### src/rtl/wv_loader.sv
// wv_loader: streams a block of weight words from a word-addressed memory
// with one-cycle read latency into a valid/ready stream. A two-entry output
// FIFO plus a single in-flight read flag give full throughput without ever
// overflowing, and each word is tagged with row-end and transfer-end flags.
module wv_loader #(
  parameter int unsigned WIDTH         = 64,
  parameter logic [31:0] WEIGHT_BASE   = 32'd0,
  parameter int unsigned WEIGHT_SIZE   = 32'd2048,
  parameter int unsigned WORDS_PER_ROW = 16
) (
  input  logic             clk,
  input  logic             rst,
  input  logic             start,
  input  logic             start_base_sel,
  input  logic [31:0]      start_addr,
  input  logic [15:0]      num_words,
  output logic             busy,
  output logic             done,
  output logic             mem_write_en,
  output logic [31:0]      mem_addr,
  input  logic [WIDTH-1:0] mem_data_out,
  output logic             m_valid,
  input  logic             m_ready,
  output logic [WIDTH-1:0] m_data,
  output logic             m_row_last,
  output logic             m_last
);

  localparam logic [15:0] SIZE_MAX = 16'(WEIGHT_SIZE);
  localparam logic [15:0] ROW_END  = 16'(WORDS_PER_ROW - 1);

  typedef enum logic [1:0] {
    S_IDLE  = 2'd0,
    S_FETCH = 2'd1,
    S_DRAIN = 2'd2,
    S_DONE  = 2'd3
  } state_t;

  // Control state
  state_t      state_q, state_d;
  logic [31:0] addr_q, addr_d;
  logic [15:0] len_q, len_d;
  logic [15:0] issue_cnt_q, issue_cnt_d;
  logic        rd_pending_q, rd_pending_d;

  // Capture-side counters used to tag words as they enter the FIFO
  logic [15:0] cap_cnt_q, cap_cnt_d;
  logic [15:0] row_cnt_q, row_cnt_d;

  // Two-entry output FIFO
  logic [WIDTH-1:0] fifo_data_q [2];
  logic             fifo_row_last_q [2];
  logic             fifo_last_q [2];
  logic             wr_ptr_q, rd_ptr_q;
  logic [1:0]       occ_q, occ_d;

  // Combinational helpers
  logic [15:0] eff_len_s;
  logic [31:0] base_s;
  logic        push_s;
  logic        pop_s;
  logic [2:0]  budget_s;
  logic        issue_ok_s;
  logic        issue_s;
  logic        head_last_s;
  logic        push_last_s;
  logic        push_row_last_s;

  assign eff_len_s   = (num_words > SIZE_MAX) ? SIZE_MAX : num_words;
  assign base_s      = start_base_sel ? start_addr : WEIGHT_BASE;
  assign push_s      = rd_pending_q;
  assign pop_s       = (occ_q != 2'd0) && m_ready;
  assign head_last_s = fifo_last_q[rd_ptr_q];

  // A new read may only go out if, after this cycle's capture and pop, at
  // most one entry is occupied; the read lands one cycle later, so the FIFO
  // can never hold more than two words.
  assign budget_s   = {1'b0, occ_q} + {2'b00, rd_pending_q} - {2'b00, pop_s};
  assign issue_ok_s = (budget_s <= 3'd1);

  assign push_last_s     = (cap_cnt_q == (len_q - 16'd1));
  assign push_row_last_s = (row_cnt_q == ROW_END);

  // FSM next state, address counter and read issue decision
  always_comb begin
    state_d     = state_q;
    addr_d      = addr_q;
    len_d       = len_q;
    issue_cnt_d = issue_cnt_q;
    issue_s     = 1'b0;
    case (state_q)
      S_IDLE: begin
        if (start) begin
          len_d       = eff_len_s;
          issue_cnt_d = 16'd0;
          if (eff_len_s == 16'd0) begin
            // Zero-length request: no read, address stays where it was
            state_d = S_DONE;
          end else begin
            addr_d  = base_s;
            state_d = S_FETCH;
          end
        end else begin
          state_d = S_IDLE;
        end
      end
      S_FETCH: begin
        if (issue_ok_s) begin
          // The address currently on mem_addr is sampled by the memory now
          issue_s     = 1'b1;
          issue_cnt_d = issue_cnt_q + 16'd1;
          if (issue_cnt_q == (len_q - 16'd1)) begin
            // Last read: leave the address parked on it
            state_d = S_DRAIN;
          end else begin
            addr_d = addr_q + 32'd1;
          end
        end else begin
          state_d = S_FETCH;
        end
      end
      S_DRAIN: begin
        if (pop_s && head_last_s) begin
          state_d = S_DONE;
        end else begin
          state_d = S_DRAIN;
        end
      end
      S_DONE: begin
        state_d = S_IDLE;
      end
      default: begin
        state_d = S_IDLE;
      end
    endcase
  end

  // In-flight read flag: data for an issued read appears one cycle later
  always_comb begin
    rd_pending_d = 1'b0;
    if (issue_s) begin
      rd_pending_d = 1'b1;
    end else begin
      rd_pending_d = 1'b0;
    end
  end

  // Capture-side word and row counters, restarted whenever idle
  always_comb begin
    cap_cnt_d = cap_cnt_q;
    row_cnt_d = row_cnt_q;
    if (state_q == S_IDLE) begin
      cap_cnt_d = 16'd0;
      row_cnt_d = 16'd0;
    end else if (push_s) begin
      cap_cnt_d = cap_cnt_q + 16'd1;
      if (push_row_last_s) begin
        row_cnt_d = 16'd0;
      end else begin
        row_cnt_d = row_cnt_q + 16'd1;
      end
    end else begin
      cap_cnt_d = cap_cnt_q;
      row_cnt_d = row_cnt_q;
    end
  end

  // FIFO occupancy next value
  always_comb begin
    occ_d = occ_q;
    if (push_s && !pop_s) begin
      occ_d = occ_q + 2'd1;
    end else if (!push_s && pop_s) begin
      occ_d = occ_q - 2'd1;
    end else begin
      occ_d = occ_q;
    end
  end

  // Control and counter registers with synchronous reset
  always_ff @(posedge clk) begin
    if (rst) begin
      state_q      <= S_IDLE;
      addr_q       <= 32'd0;
      len_q        <= 16'd0;
      issue_cnt_q  <= 16'd0;
      rd_pending_q <= 1'b0;
      cap_cnt_q    <= 16'd0;
      row_cnt_q    <= 16'd0;
    end else begin
      state_q      <= state_d;
      addr_q       <= addr_d;
      len_q        <= len_d;
      issue_cnt_q  <= issue_cnt_d;
      rd_pending_q <= rd_pending_d;
      cap_cnt_q    <= cap_cnt_d;
      row_cnt_q    <= row_cnt_d;
    end
  end

  // Output FIFO storage and pointers; reset discards buffered words
  always_ff @(posedge clk) begin
    if (rst) begin
      for (int i = 0; i < 2; i++) begin
        fifo_data_q[i]     <= {WIDTH{1'b0}};
        fifo_row_last_q[i] <= 1'b0;
        fifo_last_q[i]     <= 1'b0;
      end
      wr_ptr_q <= 1'b0;
      rd_ptr_q <= 1'b0;
      occ_q    <= 2'd0;
    end else begin
      if (push_s) begin
        fifo_data_q[wr_ptr_q]     <= mem_data_out;
        fifo_row_last_q[wr_ptr_q] <= push_row_last_s;
        fifo_last_q[wr_ptr_q]     <= push_last_s;
        wr_ptr_q                  <= ~wr_ptr_q;
      end
      if (pop_s) begin
        rd_ptr_q <= ~rd_ptr_q;
      end
      occ_q <= occ_d;
    end
  end

  // Outputs are decoded straight from registers
  assign busy         = (state_q == S_FETCH) || (state_q == S_DRAIN);
  assign done         = (state_q == S_DONE);
  assign mem_write_en = 1'b0;
  assign mem_addr     = addr_q;
  assign m_valid      = (occ_q != 2'd0);
  assign m_data       = fifo_data_q[rd_ptr_q];
  assign m_row_last   = m_valid && fifo_row_last_q[rd_ptr_q];
  assign m_last       = m_valid && fifo_last_q[rd_ptr_q];

endmodule

### config.mk
export PLATFORM = sky130hd
export DESIGN_NAME = wv_loader
export DESIGN_NICKNAME = d
export VERILOG_FILES = /design/src/rtl/wv_loader.sv
export SDC_FILE = /design/constraint.sdc
export NUM_CORES = 1
export LEC_CHECK = 0
export CAP_MARGIN = 25
export CELL_PAD_IN_SITES_DETAIL_PLACEMENT = 1
export CELL_PAD_IN_SITES_GLOBAL_PLACEMENT = 1
export CORE_ASPECT_RATIO = 1.5
export CORE_MARGIN = 2
export CORE_UTILIZATION = 43
export CTS_CLUSTER_DIAMETER = 120
export DETAILED_ROUTE_END_ITERATION = 10
export DONT_BUFFER_PORTS = 1
export GPL_TIMING_DRIVEN = 0
export PLACE_DENSITY_LB_ADDON = 0.1
export SLEW_MARGIN = 20
export SYNTH_ARGS = -nofsm -noshare
export SYNTH_HDL_FRONTEND = slang
export SYNTH_SLANG_ARGS = --single-unit
### constraint.sdc
create_clock -name clk -period 7.21 [get_ports clk]
set_input_delay 0.721 -clock clk [delete_from_list [all_inputs] [get_ports clk]]
set_output_delay 0.721 -clock clk [all_outputs]
set_load 0.01 [all_outputs]
Word level (Yosys, flattened, before mapping)
Memory sizes are Yosys's and may differ from the RTL's. A register that Yosys moved wholly into a read port is not among the register bits.
Cells that the tools add are included.

cells by class
  add/sub/neg operators = 9
  multipliers = 0
  divide/modulo/power cells = 0
  order comparisons = 2
  equality and inequality tests = 11
  shift operators = 0
  muxes and demuxes = 42
  bitwise operators = 2
  reduce and logical (&&, ||, !) cells = 21

operator list
  operator               number
  $mux 32                5
  $mux 16                4
  $mux 64                1
  $pmux 32 s2            1
  $reduce_or 64->1       1
  $add 16x1->16 const B  3
  $add 32x1->32 const B  1
  $eq 16x16->1           2
  $pmux 16 s2            1
  $mux 1                 23
  $eq 16x4->1 const B    1
  $gt 16x12->1 const B   1
  $logic_not 16->1       1
  $sub 16x1->16 const B  1
  $mux 2                 6
  $ne 2x2->1 const B     4
  $pmux 2 s4             1
  $logic_and 1x1->1      6
  $reduce_bool 2->1      3
  $reduce_and 5->1       1
  $eq 2x2->1 const B     2
  $add 2x1->3            1
  $le 3x1->1 const B     1
  $ne 3x3->1 const B     1
  other kinds (12)       15

word-level totals
  bits in registers = 103
  bits in latches = 0
  memory bits (writable) = 132
  memory bits (read-only) = 0
  input port bits = 117
  output and inout bits = 102
  word-level logic and storage cells = 100
  memories = 3

memories
  name             depth  bits a word  rd ports  clocked after memory_dff  wr ports  RTL line  source
  fifo_data_q      2      64           1         1                         2         51        logic [WIDTH-1:0] fifo_data_q [2];
  fifo_last_q      2      1            1         1                         2         53        logic fifo_last_q [2];
  fifo_row_last_q  2      1            1         1                         2         52        logic fifo_row_last_q [2];

Logic depth before layout (Yosys ltp)
  depth in word-level cells = 7
  mapped depth = 16
  depth with buffers taken out = 16

Worst setup path before layout
No wires, ideal clock.

  path type = reg2reg
  start = register rd_pending_q (netlist: push_s)
  end = memory fifo_data_q[0][0] (enable)
  library setup time = 0.581 ns
  arrival = 5.178 ns
  setup slack = 1.450 ns
  stages on the path, launching flop included = 3
  buffers on the path = 0
  clock period less this slack = 5.760 ns
  cell sequence = dfxtp_1 clkinv_1 o21ai_0

RTL lines
  element                 RTL line  source
  start, declared         44        logic rd_pending_q, rd_pending_d;
  start signal, assigned  195       rd_pending_q <= rd_pending_d;
  end, declared           51

Worst setup path after layout
  start = register occ_q[1]
  end = register issue_cnt_q[13]

between the ends
  cells in the longest elaborated chain, start to end = 6
  elaborated cells between the ends (all ways) = 7
  classes of those cells = 2 x add/sub; 1 x order compare; 1 x eq/ne; 3 x reduce/logical

ends and longest elaborated chain
  element                     RTL line  source
  start, declared             55        logic [1:0] occ_q, occ_d;
  start signal, assigned      211       occ_q <= 2'd0;
  start signal, assigned      222       occ_q <= occ_d;
  $reduce_bool 2->1           -
  named net m_valid           22        output logic m_valid,
  $logic_and 1x1->1           72        assign pop_s = (occ_q != 2'd0) && m_ready;
  named net pop_s             61        logic pop_s;
  $sub 3x1->3                 78        assign budget_s = {1'b0, occ_q} + {2'b00, rd_pending_q} - {2'b00, pop_s};
  $le 3x1->1                  79        assign issue_ok_s = (budget_s <= 3'd1);
  $ne 2x2->1 (no line)        -
  $reduce_and 3->1 (no line)  -
  end signal, assigned        194       issue_cnt_q <= issue_cnt_d;
  end, declared               43        logic [15:0] issue_cnt_q, issue_cnt_d;

The timed path passes the listed nets, and every way through them passes these cells.
A chain may end at the register's enable or synchronous reset.

==> results.yml <==
power_and_ir_drop:
  power.share.switching: 0.334
  total_power_mw: 4.17
  internal_power_mw: 2.78
  switch_pwr_mw: 1.39
  comb_power_share: 0.279
  sequentialPowerShare: 0.415
  vdd_drop_max_uv: 180
  clock_power_share: 0.305
  power-per-cell-area_nw_per_um2: 320
  power.leakage_nw: 4.72
timing:
  setup_viol: 0
  fin_setup_tns_ns: 0
  tightestPinTransition_ns: 0.931
  slew_violations: 0
  worst_slack_ns: 2.88
  max_slew_margin: 0.374
  clock_skew_ns: 0.0190
  holdWs_ns: 0.361
  unrepaired_setup_endpoints_after_global_routing: "no"
  hold_viol: 0
  max_clock_freq_ghz: 0.231
  layout_worst_path_cycle_share: 0.601
  timing.final.crit_period_ns: 4.33
final_layout:
  finalInstanceArea_um2: 13000
  layout-area-overhead-vs-synth_pct: 12.4
  layout-drive-gt1-share: 0.113
  antenna_cells: 0
  final_nets: 1252
  finish.cell_count_without_fillers: 1477
  filler_instances: 2898
  final_core_util: 0.491
die:
  design.die.area_um2: 28400
  pin_count: 219
  core.rowCount: 73
  floorplan.initialDensity: 0.437
  fp.coreArea_um2: 26600
  die_y_um: 205
  dieWidth_um: 138
setup_path:
  timing.critical_path.slowest_stage_cell: "or3_1"
  worstSetupPathType: "reg -> reg"
  critical-path-max-stage-delay_ns: 0.54
  path_common_cell: "inv_1"
  worst_path_arrival_ns: 4.77
  timing.critical_path.to_type: "flip-flop"
  kind_of_cell_with_the_highest_combined_delay_on_the_critical_path: "simple AND/OR/NAND/NOR gates"
  worst-endpoint-required_ns: 7.64
  worstPathCellList: "nor2_1 > inv_1 > nand2_1 > inv_1 > ha_1 > inv_1 > ha_1 > fa_1 > xnor2_1 > o21ai_0 > o211a_1 > nand4_1 > or3_1 > or3_1 > a21oi_1"
  cp.buffers_inverters: 3
  cp_max_fo: 8
  critPathLaunchType: "flip-flop"
worst_hold_path:
  timing.hold.worst.class: "in -> reg"
grt:
  grt_max_degree: 19
  globalRouteOverflowTotal: 0
  antenna_found_initial: 0
  wire_length_of_the_first_global_routing_pass_um: 48900
  globalRouteTotalUtil: 0.215
  grt_pass1_vias: 8691
cts:
  post_cts_buffers: 0
  ctsHoldBuffers: 0
  ctsLongestPathBuffers: 3
  root_buffer: "clkbuf_16"
  clkSinkCount: 236
  cts_tree: "built"
  tritoncts.num_buffers: 25
  cts-htree-levels: 1
  clk_latency_ns: 0.52
  postCtsResizedCells: 0
  clkSlewWorstSetupHoldPaths_ns: 0.06
route:
  remaining_drc_errors: 0
  routed_wire_length_per_instance_um: 21.1
  detail_route.vias_per_cell: 5.62
  route.final.wire_length_um: 31100
  drtAntennaViolNets: 0
  detail_route.first_pass.iterations: 4
  detailroute.via_count: 8300
  drt_iter0_drc: 379
placed_design:
  post_dp_cell_area_um2: 12300
  final_replace_weighted_congestion: 0.819
  hpwlAfterDp_um: 23500
  worst_setup_timing_slack_at_the_placement_stage_ns: 2.86
  placement.io_buffers: 0
  placedCellCount: 1432
outcome:
  outcome: "complete, no violations"
logic_synthesis:
  async_flop_share: 0
  synth_seq_area_share: 0.521
  post_synth_edffs: 132
  synth_flop_cell: "edfxtp_1"
  yosysUniqueCellTypes: 67
  mappedNetlistArea_um2: 11600
  synth_fp_nets: 1217
  synth-seq-cells: 236
  synth_cells: 1087
  synthesis.area_per_instance_um2: 10.7
  yosys_warnings: 0
run:
  maxCapViolations: 0
[power by group through the flow]
stage	combinational, mW	clock (mW)	sequential [mW]
floorplan	0.853	0	1.74
finish	1.17	1.27	1.73
global route	1.29	1.36	1.75
detailed placement	1.18	0	1.76
global placement	1.13	0	1.79
CTS	1.19	1.31	1.74
[state kept, by name, indices dropped and copies added, names as in the netlist, named ones only]
name / cells
state_q: 2
row_cnt_q: 16
cap_cnt_q: 16
fifo_data_q: 128
fifo_row_last_q: 2
mem_addr: 32
occ_q: 2
wr_ptr_q: 1
fifo_last_q: 2
push_s: 1
issue_cnt_q: 16
rd_ptr_q: 1
len_q: 16
[placed cells by master (no fill, tap or decap), types with 3 or more instances in the layout]
cell       instances
buf_16             6
a31oi_1            7
buf_2              5
a41oi_1            3
buf_1              3
a32o_1            13
bufinv_16          3
and3_1            17
o21ai_0           21
or3_1             16
mux2i_1            4
nor2b_1            4
and4_1             5
a22oi_1           31
a211oi_1          24
clkbuf_1          58
inv_1             19
xor2_1            52
nand4_1           20
clkinv_1           8
and2_1           135
nor3_1            17
ha_1              12
or2_2              3
nand2_1           47
dfxtp_1          104
nor4_1            14
buf_4              3
nand3_1           30
o21ai_1            3
nor2_1           105
edfxtp_1         132
xnor2_1           38
a21oi_1           41
clkbuf_16         25
mux2_2            64
[area by class of cell]
cell class / instances / area [µm²] / area share
Sequential cell: 236 / 6050 / 0.463
Buffer: 63 / 262 / 0.0200
Clock buffer: 33 / 666 / 0.0510
Tap cell: 337 / 422 / 0.0323
Inverter: 21 / 78.8 / 0.00604
Clock inverter: 12 / 126 / 0.00969
Timing Repair Buffer: 8 / 195 / 0.0150
Multi-Input combinational cell: 767 / 5250 / 0.403
[routing by layer]
metal	track usage	vias up	part of all wire
li1	-	3976	-
met1	0.245	4056	0.38
met2	0.406	223	0.53
met3	0.0458	45	0.063
met4	0.0569	0	0.023
met5	0	-	0
[kinds of logic (layout without fill, tap and decap cells)]
group	after synthesis	count (layout)	synth area share
other	1	1	0.000323
xor gates and xnor gates	92	92	0.0718
and+or+nand+nor	426	426	0.199
muxes	68	68	0.0655
DFF	236	236	0.521
AOI/OAI and AO/OA	167	167	0.0990
adders and majority gates	13	13	0.0147
buffers and inverters	84	137	0.0293
[path summary, 6_finish.rpt]
kind | startpoint | end | slack (ns) | cells past startpoint
worst max-delay path | occ_q[1]$_SDFFE_PP0N_ | issue_cnt_q[13]$_SDFFE_PP0P_ | 2.88 | 15
worst min-delay path | num_words[6] | len_q[6]$_SDFFE_PP0P_ | 0.36 | 2
worst max register to register | occ_q[1]$_SDFFE_PP0N_ | issue_cnt_q[13]$_SDFFE_PP0P_ | 2.88 | 15
worst min register to register | state_q[0]$_SDFFE_PP0P_ | state_q[0]$_SDFFE_PP0P_ | 0.51 | 2
[cells in the mapped netlist (all sizes together), types with 2 or more instances]
master / count / area share
a211oi: 25 / 0.017
a21oi: 41 / 0.018
a22o: 2 / 0.0015
a22oi: 31 / 0.020
a31oi: 7 / 0.0038
a32o: 13 / 0.011
a32oi: 2 / 0.0015
a41oi: 3 / 0.0023
and2: 135 / 0.073
and3: 17 / 0.0092
and4: 5 / 0.0038
buf: 12 / 0.0060
clkbuf: 51 / 0.016
dfxtp: 104 / 0.18
edfxtp: 132 / 0.34
ha: 12 / 0.013
inv: 20 / 0.0065
mux2: 64 / 0.062
mux2i: 4 / 0.0034
nand2: 47 / 0.015
nand3: 30 / 0.013
nand4: 20 / 0.011
nor2: 105 / 0.034
nor2b: 4 / 0.0022
nor3: 19 / 0.0091
nor3b: 2 / 0.0013
nor4: 15 / 0.0094
nor4b: 2 / 0.0033
o211a: 2 / 0.0017
o21ai: 26 / 0.011
or2: 3 / 0.0016
or3: 16 / 0.0086
or4: 2 / 0.0013
xnor2: 38 / 0.029
xnor3: 2 / 0.0039
xor2: 52 / 0.039
[worst register-to-register path: stages (launching register included)]
cell,delay (ns)
dfxtp_1,0.34
nor2_1,0.28
inv_1,0.17
nand2_1,0.23
inv_1,0.08
ha_1,0.34
inv_1,0.06
ha_1,0.18
fa_1,0.38
xnor2_1,0.15
o21ai_0,0.38
o211a_1,0.28
nand4_1,0.32
or3_1,0.54
or3_1,0.37
a21oi_1,0.14
Note: power is estimated with default switching activity, not from simulation.
